$ cat config.mk
export PLATFORM = sky130hd
export DESIGN_NAME = freq_est
export DESIGN_NICKNAME = d
export VERILOG_FILES = /design/src/rtl/freq_est.sv
export SDC_FILE = /design/constraint.sdc
export NUM_CORES = 1
export LEC_CHECK = 0
export BUFFER_PORTS_ARGS = -buffer_cell sky130_fd_sc_hd__buf_2
export CAP_MARGIN = 10
export CORE_MARGIN = 2
export CORE_UTILIZATION = 40
export CTS_CLUSTER_DIAMETER = 100
export DETAILED_ROUTE_END_ITERATION = 10
export SYNTH_ARGS = -nofsm -noshare
export SYNTH_HDL_FRONTEND = slang
export SYNTH_SLANG_ARGS = --single-unit
$ cat constraint.sdc
create_clock -name CLK -period 3.02 [get_ports CLK]
set_input_delay 0.604 -clock CLK [delete_from_list [all_inputs] [get_ports CLK]]
set_output_delay 0.604 -clock CLK [all_outputs]
set_load 0.01 [all_outputs]
$ cat src/rtl/freq_est.sv
`default_nettype none
// ============================================================================
// Module   : freq_est -- gated edge counter giving an NCO phase increment.
// Revision : 1.0   (define FREQ_EST_AVG_EN to average successive estimates)
// ============================================================================
module freq_est #(
  parameter int PHASE_INC_BITS = 26,
  parameter int GATE_BITS      = 20
) (
  input  logic                      CLK,
  input  logic                      RST,
  input  logic                      en,
  input  logic                      sig_in,
  output logic [PHASE_INC_BITS-1:0] phase_inc,
  output logic                      valid,
  output logic                      ovf
);

  localparam int                   C_SHIFT    = PHASE_INC_BITS - GATE_BITS;
  localparam logic [GATE_BITS-1:0] C_ALL_ONES = '1;

  typedef enum logic [1:0] {
    S_IDLE  = 2'd0,
    S_COUNT = 2'd1,
    S_DONE  = 2'd2
  } state_t;

  state_t                    state_q, state_d;
  logic [GATE_BITS-1:0]      gate_q, gate_d;
  logic [GATE_BITS-1:0]      cnt_q, cnt_d;
  logic                      sync1_q, sync2_q, prev_q;
  logic [PHASE_INC_BITS-1:0] phase_q, phase_d;
  logic                      valid_q, valid_d;
  logic                      ovf_q, ovf_d;

  logic                      w_edge;
  logic [GATE_BITS-1:0]      w_cnt_inc;
  logic [PHASE_INC_BITS-1:0] w_new_est;
  logic [PHASE_INC_BITS-1:0] w_update;

  assign w_edge    = sync2_q & ~prev_q;
  assign w_cnt_inc = (cnt_q == C_ALL_ONES) ? cnt_q : cnt_q + GATE_BITS'(w_edge);
  assign w_new_est = PHASE_INC_BITS'(cnt_q) << C_SHIFT;

`ifdef FREQ_EST_AVG_EN
  logic [PHASE_INC_BITS-1:0] prev_est_q, prev_est_d;
  logic                      have_prev_q, have_prev_d;

  // Sum is formed one bit wider so the halving never loses the carry.
  assign w_update = have_prev_q
                  ? PHASE_INC_BITS'(({1'b0, w_new_est} + {1'b0, prev_est_q}) >> 1)
                  : w_new_est;
`else
  assign w_update = w_new_est;
`endif

  always_comb begin
    state_d = state_q;
    gate_d  = gate_q;
    cnt_d   = cnt_q;
    phase_d = phase_q;
    valid_d = 1'b0;
`ifdef FREQ_EST_AVG_EN
    prev_est_d  = prev_est_q;
    have_prev_d = have_prev_q;
`endif
    case (state_q)
      S_IDLE: begin
        gate_d = '0;
        cnt_d  = '0;
`ifdef FREQ_EST_AVG_EN
        have_prev_d = 1'b0;
`endif
        if (en) state_d = S_COUNT;
      end
      S_COUNT: begin
        if (!en) begin
          state_d = S_IDLE;
          gate_d  = '0;
          cnt_d   = '0;
        end else begin
          gate_d = gate_q + GATE_BITS'(1);
          cnt_d  = w_cnt_inc;
          if (gate_q == C_ALL_ONES) state_d = S_DONE;
        end
      end
      S_DONE: begin
        phase_d = w_update;
        valid_d = 1'b1;
`ifdef FREQ_EST_AVG_EN
        prev_est_d  = w_new_est;
        have_prev_d = 1'b1;
`endif
        // DONE is cycle 0 of the following window, so its edge opens the new count.
        if (en) begin
          state_d = S_COUNT;
          gate_d  = GATE_BITS'(1);
          cnt_d   = GATE_BITS'(w_edge);
        end else begin
          state_d = S_IDLE;
          gate_d  = '0;
          cnt_d   = '0;
        end
      end
      default: begin
        state_d = S_IDLE;
        gate_d  = '0;
        cnt_d   = '0;
      end
    endcase
    ovf_d = ovf_q | (cnt_d == C_ALL_ONES);
  end

  always_ff @(posedge CLK) begin
    if (RST) begin
      state_q <= S_IDLE;
      gate_q  <= '0;
      cnt_q   <= '0;
      sync1_q <= 1'b0;
      sync2_q <= 1'b0;
      prev_q  <= 1'b0;
      phase_q <= '0;
      valid_q <= 1'b0;
      ovf_q   <= 1'b0;
    end else begin
      state_q <= state_d;
      gate_q  <= gate_d;
      cnt_q   <= cnt_d;
      sync1_q <= sig_in;
      sync2_q <= sync1_q;
      prev_q  <= sync2_q;
      phase_q <= phase_d;
      valid_q <= valid_d;
      ovf_q   <= ovf_d;
    end
  end

`ifdef FREQ_EST_AVG_EN
  always_ff @(posedge CLK) begin
    if (RST) begin
      prev_est_q  <= '0;
      have_prev_q <= 1'b0;
    end else begin
      prev_est_q  <= prev_est_d;
      have_prev_q <= have_prev_d;
    end
  end
`endif

  assign phase_inc = phase_q;
  assign valid     = valid_q;
  assign ovf       = ovf_q;

endmodule
`default_nettype wire

# Word level (Yosys, flattened, before mapping)
# Index checks and enable logic that the tools add are counted.
# op_classes
n_addsub	2
eq_ne	7
muxes	13
n_bitwise	3
reduce_logical	2
# op_table
operator	count
$pmux W20 S2	2
$eq A20 B20 Y1 const B	3
$mux W20	3
$add A20 B1 Y20	1
$add A20 B1 Y20 const B	1
$mux W2	3
$pmux W2 S3	1
$mux W1	4
$ne A3 B3 Y1 const B	1
$eq A2 B1 Y1 const B	1
$eq A2 B2 Y1 const B	1
$logic_not A2 Y1	1
$ne A2 B2 Y1 const B	1
$reduce_and A2 Y1	1
$and A1 B1 Y1	1
$not A1 Y1	1
$or A1 B1 Y1	1
# totals
register_bits	67
input_bits	4
out_inout_bits	28

# Longest topological paths before layout
# depth
depth_word	8
ltp_mapped	9
ltp_nobuf	8

# Least setup slack after synthesis
# Ideal clock, no wire load.
# synth_path
path_kind	reg-to-reg
from	register sync2_q
to	register ovf_q (netlist: ovf)
setup_ns	0.088
t_arrival_ns	1.974
t_required_ns	2.932
path_slack_ns	0.958
stages_incl_launch_ff	10
path_buffers	1
synth_period_minus_slack_ns	2.062
path_cell_list	dfxtp_1 > nor2b_1 > ha_1 > buf_2 > nand4_1 > nor4_1 > mux2i_1 > a31oi_1 > nand4b_1 > o32ai_2
# synth_via
elab_chain_cells	7
# synth_lines
element	line	source
from (decl)	31	logic sync1_q, sync2_q, prev_q;
from (signal assigned)	130	sync2_q <= sync1_q;
$and A1 B1 Y1 (*)	41	assign w_edge = sync2_q & ~prev_q;
$add A20 B1 Y20	42	assign w_cnt_inc = (cnt_q == C_ALL_ONES) ? cnt_q : cnt_q + GATE_BITS'(w_edge);
$mux W20	42	
$mux W20	77	if (!en) begin
$pmux W20 S2 (*)	67	case (state_q)
$eq A20 B20 Y1 (*)	111	ovf_d = ovf_q | (cnt_d == C_ALL_ONES);
$or A1 B1 Y1 (*)	111	
to (signal assigned)	134	ovf_q <= ovf_d;
to (decl)	34	logic ovf_q, ovf_d;
# Mark *: on every way between the ends. The rest lies on a longest branch, timed or not.
# A chain may end at the register's enable or synchronous reset.

# Worst setup path after layout
# Same ends and word-level chain as after synthesis.

==> results.py <==
metrics = {
    "clock_tree": {
        "cts_max_level": 3,
        "clock_path_buffers": 2,
        "clk_transition_reported_paths_ns": 0.07,
        "cts_made_buffers": 9,
        "cts_hold_buf": 0,
        "clock-sinks": 67,
        "clockRootBuffer": "clkbuf_8",
        "ctsResizeCount": 0,
        "post-cts-setup-buffers": 0,
        "cts_tree": "built",
        "insertion_delay_ns": 0.34,
    },
    "placed_design": {
        "dp.cells": 458,
        "dp_slack_ns": 0.6421,
        "gp_congestion": 0.8493,
        "port_buffers": 25,
        "dp_hpwl_mm": 4.328,
    },
    "worst_setup_path": {
        "reg2reg_depth": 8,
        "worst_setup_path_start_kind": "flip-flop",
        "cp_max_fo": 11,
        "end_kind": "flip-flop",
        "cp-endpoint": "ovf$_SDFF_PP0_",
        "arrival_ns": 2.67,
        "critPathRequiredTime_ns": 3.27,
        "path_class": "reg -> reg",
        "reg2reg_slack_ns": 0.61,
        "rr_endpoint": "ovf$_SDFF_PP0_",
        "crit_start": "sync2_q$_SDFF_PP0_",
        "reg2reg_from": "sync2_q$_SDFF_PP0_",
    },
    "synthesis": {
        "synthFlopType": "dfxtp_1",
        "synth_top_area_cell": "dfxtp_1",
        "synthTopCellsByArea": "dfxtp_1, mux2i_1, nor2_1",
        "ys_ff_latch": 67,
        "netlist_area_sq_um": 3132,
        "synth_area_per_cell_sq_um": 9.051,
        "ys_seq_area_share_pct": 42.83,
        "yosysWarnings": 0,
        "synth_edf_count": 0,
        "synth_top_area_share_pct": 42.83,
        "yosysUniqueCellTypes": 52,
        "synthCells": 346,
        "async_flop_share_pct": 0,
    },
    "pwr": {
        "seqPwrFrac_pct": 56.3,
        "pwr-share-clk_pct": 41.6,
        "p_int_w": 0.001238,
        "pwr-share-comb_pct": 2.0,
        "p_sw_share_pct": 21.52,
        "ir_worst_vdd_v": 0.0003011,
        "power.net_switching_w": 0.0003395,
        "p_leak_nw": 1.203,
        "powerDensity_nw_per_um2": 456.4,
    },
    "layout": {
        "n_fill_cell": 758,
        "drive_gt1_share_pct": 15.32,
        "instances_no_fill": 474,
        "nNetsFinal": 378,
        "syn_to_final_growth_pct": 10.35,
        "n_antenna_cell": 0,
    },
    "drt": {
        "drtIter0Drc": 124,
        "vias": 2443,
        "wl_per_cell_um": 13.27,
        "drc": 0,
        "final_antenna_net_count": 0,
        "firstDrtPassIters": 4,
        "via_per_inst": 5.154,
        "routed_wl_mm": 6.289,
    },
    "grt": {
        "grt_pass1_wl_mm": 10.70,
        "grt_pass1_vias": 2272,
        "antenna_found_initial": 0,
        "grt_start_max_net_pins": 32,
        "grt-ovfl-total": 0,
        "grt_use_total_pct": 15.80,
    },
    "timing": {
        "fin_worst_skew_ns": 0.005341,
        "hold_violations": 0,
        "tightestPinTransition_ns": 0.5958,
        "setup_ws_ns": 0.6080,
        "slew_headroom_pct": 59.98,
        "period_needed_ns": 2.412,
        "fmax_ghz": 0.4146,
        "rsz0062_at_grt": "false",
        "fin_crit_sh_pct": 79.87,
        "setup_tns_ns": 0,
        "drv_slew": 0,
        "setup_violations": 0,
    },
    "worst_hold_path": {
        "min_from": "sync1_q$_SDFF_PP0_",
        "hold_class": "reg -> reg",
    },
    "status": {
        "status": "finished, final reports clean",
    },
    "floorplan": {
        "initial_core_util_pct": 40.95,
        "rows": 32,
        "core_region_area_sq_um": 7647,
        "die_y_um": 92.49,
        "die_w_um": 92.49,
        "io_pins": 32,
        "die_area_sq_um": 8553,
    },
    "run": {
        "cap_viol_max_count": 0,
    },
}
## logic make-up (layout without fill, tap and decap cells)
logic type | after synthesis | after routing | share of synthesized area [%]
adder cells (fa/ha/maj) | 7 | 7 | 2.797
multiplexers | 23 | 23 | 7.351
XOR/XNOR | 26 | 26 | 7.271
flip-flops | 67 | 67 | 42.83
AND/OR/NAND/NOR | 155 | 155 | 26.85
buffers and inverters | 32 | 53 | 5.633
other | 1 | 6 | 0.1197
AO/OA/AOI/OAI | 35 | 35 | 7.152
## layout make-up
| cell class | instances | area [sq um] | share of cell area (%) |
|---|---|---|---|
| multi-input cells | 252 | 1633 | 47.25 |
| clock inverters | 2 | 10.01 | 0.2896 |
| flip-flops and latches | 67 | 1341 | 38.81 |
| clock buffers | 14 | 162.7 | 4.707 |
| inverters | 9 | 33.78 | 0.9776 |
| repair buffers | 28 | 147.6 | 4.272 |
| well taps | 102 | 127.6 | 3.693 |
## worst min path at each step
stage / slack [ns] / cells past startpoint / to
detailed placement: 0.44 / 1 / sync2_q$_SDFF_PP0_
finish: 0.45 / 1 / sync2_q$_SDFF_PP0_
CTS: 0.46 / 2 / sync1_q$_SDFF_PP0_
floorplan: 0.41 / 1 / sync2_q$_SDFF_PP0_
global placement: 0.42 / 1 / sync2_q$_SDFF_PP0_
global route: 0.47 / 1 / sync2_q$_SDFF_PP0_
## cell usage in the layout (no fill, tap or decap), types with 9 or more instances in the layout
master	n
dfxtp_1	67
nor2_1	56
buf_2	25
mux2i_1	23
xor2_1	21
nand2_1	19
nand3_1	18
nand4_1	15
a21oi_1	14
clkbuf_8	11
inv_1	9
## state kept, by name, indices dropped and copies added (netlist names)
signal and cells:
cnt_q 20, ovf 1, valid 1, sync2_q 1, sync1_q 1, state_q 2, phase_inc 20, gate_q 20
prev_q 1
## routing by layer
| metal | vias to the layer above | part of all wire (%) | track usage (%) | wire (um) |
|---|---|---|---|---|
| met2 | 37 | 49 | 26.76 | 3089 |
| met5 | - | 0 | 0 | 0 |
| met4 | 0 | 1.7 | 6.965 | 104 |
| met3 | 13 | 3.3 | 5.045 | 206 |
| li1 | 1235 | - | - | - |
| met1 | 1158 | 46 | 18.22 | 2888 |
## Yosys cell counts, types with 2 or more instances
master	number
nor2b_1	7
or4_1	2
o21ai_0	7
and4_1	4
nand4_1	15
ha_1	7
nand3_1	18
inv_1	9
buf_6	3
buf_2	3
nor2_1	56
nand4b_1	2
dfxtp_1	67
xnor2_1	5
buf_4	8
buf_1	2
or3_1	3
a21oi_1	14
a211oi_1	2
nand2_2	3
xor2_1	21
nor3_1	2
a31oi_1	5
mux2i_1	23
nand2_1	19
clkbuf_1	7
and3_1	5
nor4b_1	3
## power groups by stage
stage               Clock (W)  Combinational, W  Sequential [W]
finish               0.000657         0.0000322        0.000888
global route         0.000719         0.0000366        0.000888
CTS                  0.000680         0.0000329        0.000888
detailed placement          0         0.0000327        0.000908
global placement            0         0.0000326        0.000908
floorplan                   0         0.0000310        0.000908
## critical path, stage by stage (launching register included)
cell,delay (ns)
dfxtp_1,0.32
nor2b_1,0.27
ha_1,0.43
xor2_1,0.17
nand3_1,0.08
or3_2,0.43
a211oi_2,0.22
nand4b_1,0.13
o32ai_2,0.27
## metrics by stage
step / util (%) / power, W / hold WS [ns] / area (sq um)
after floorplan: - / 0.0009387 / 0.4138 / 3151
after global placement: 42.93 / 0.0009407 / 0.4248 / 3283
after detailed placement: 42.93 / 0.0009411 / 0.4359 / 3283
after CTS: 45.19 / 0.001601 / 0.4564 / 3456
after global routing: 45.19 / 0.001643 / 0.4664 / 3456
final: 45.19 / 0.001577 / 0.4478 / 3456
Power figures use the tool's default switching activity.
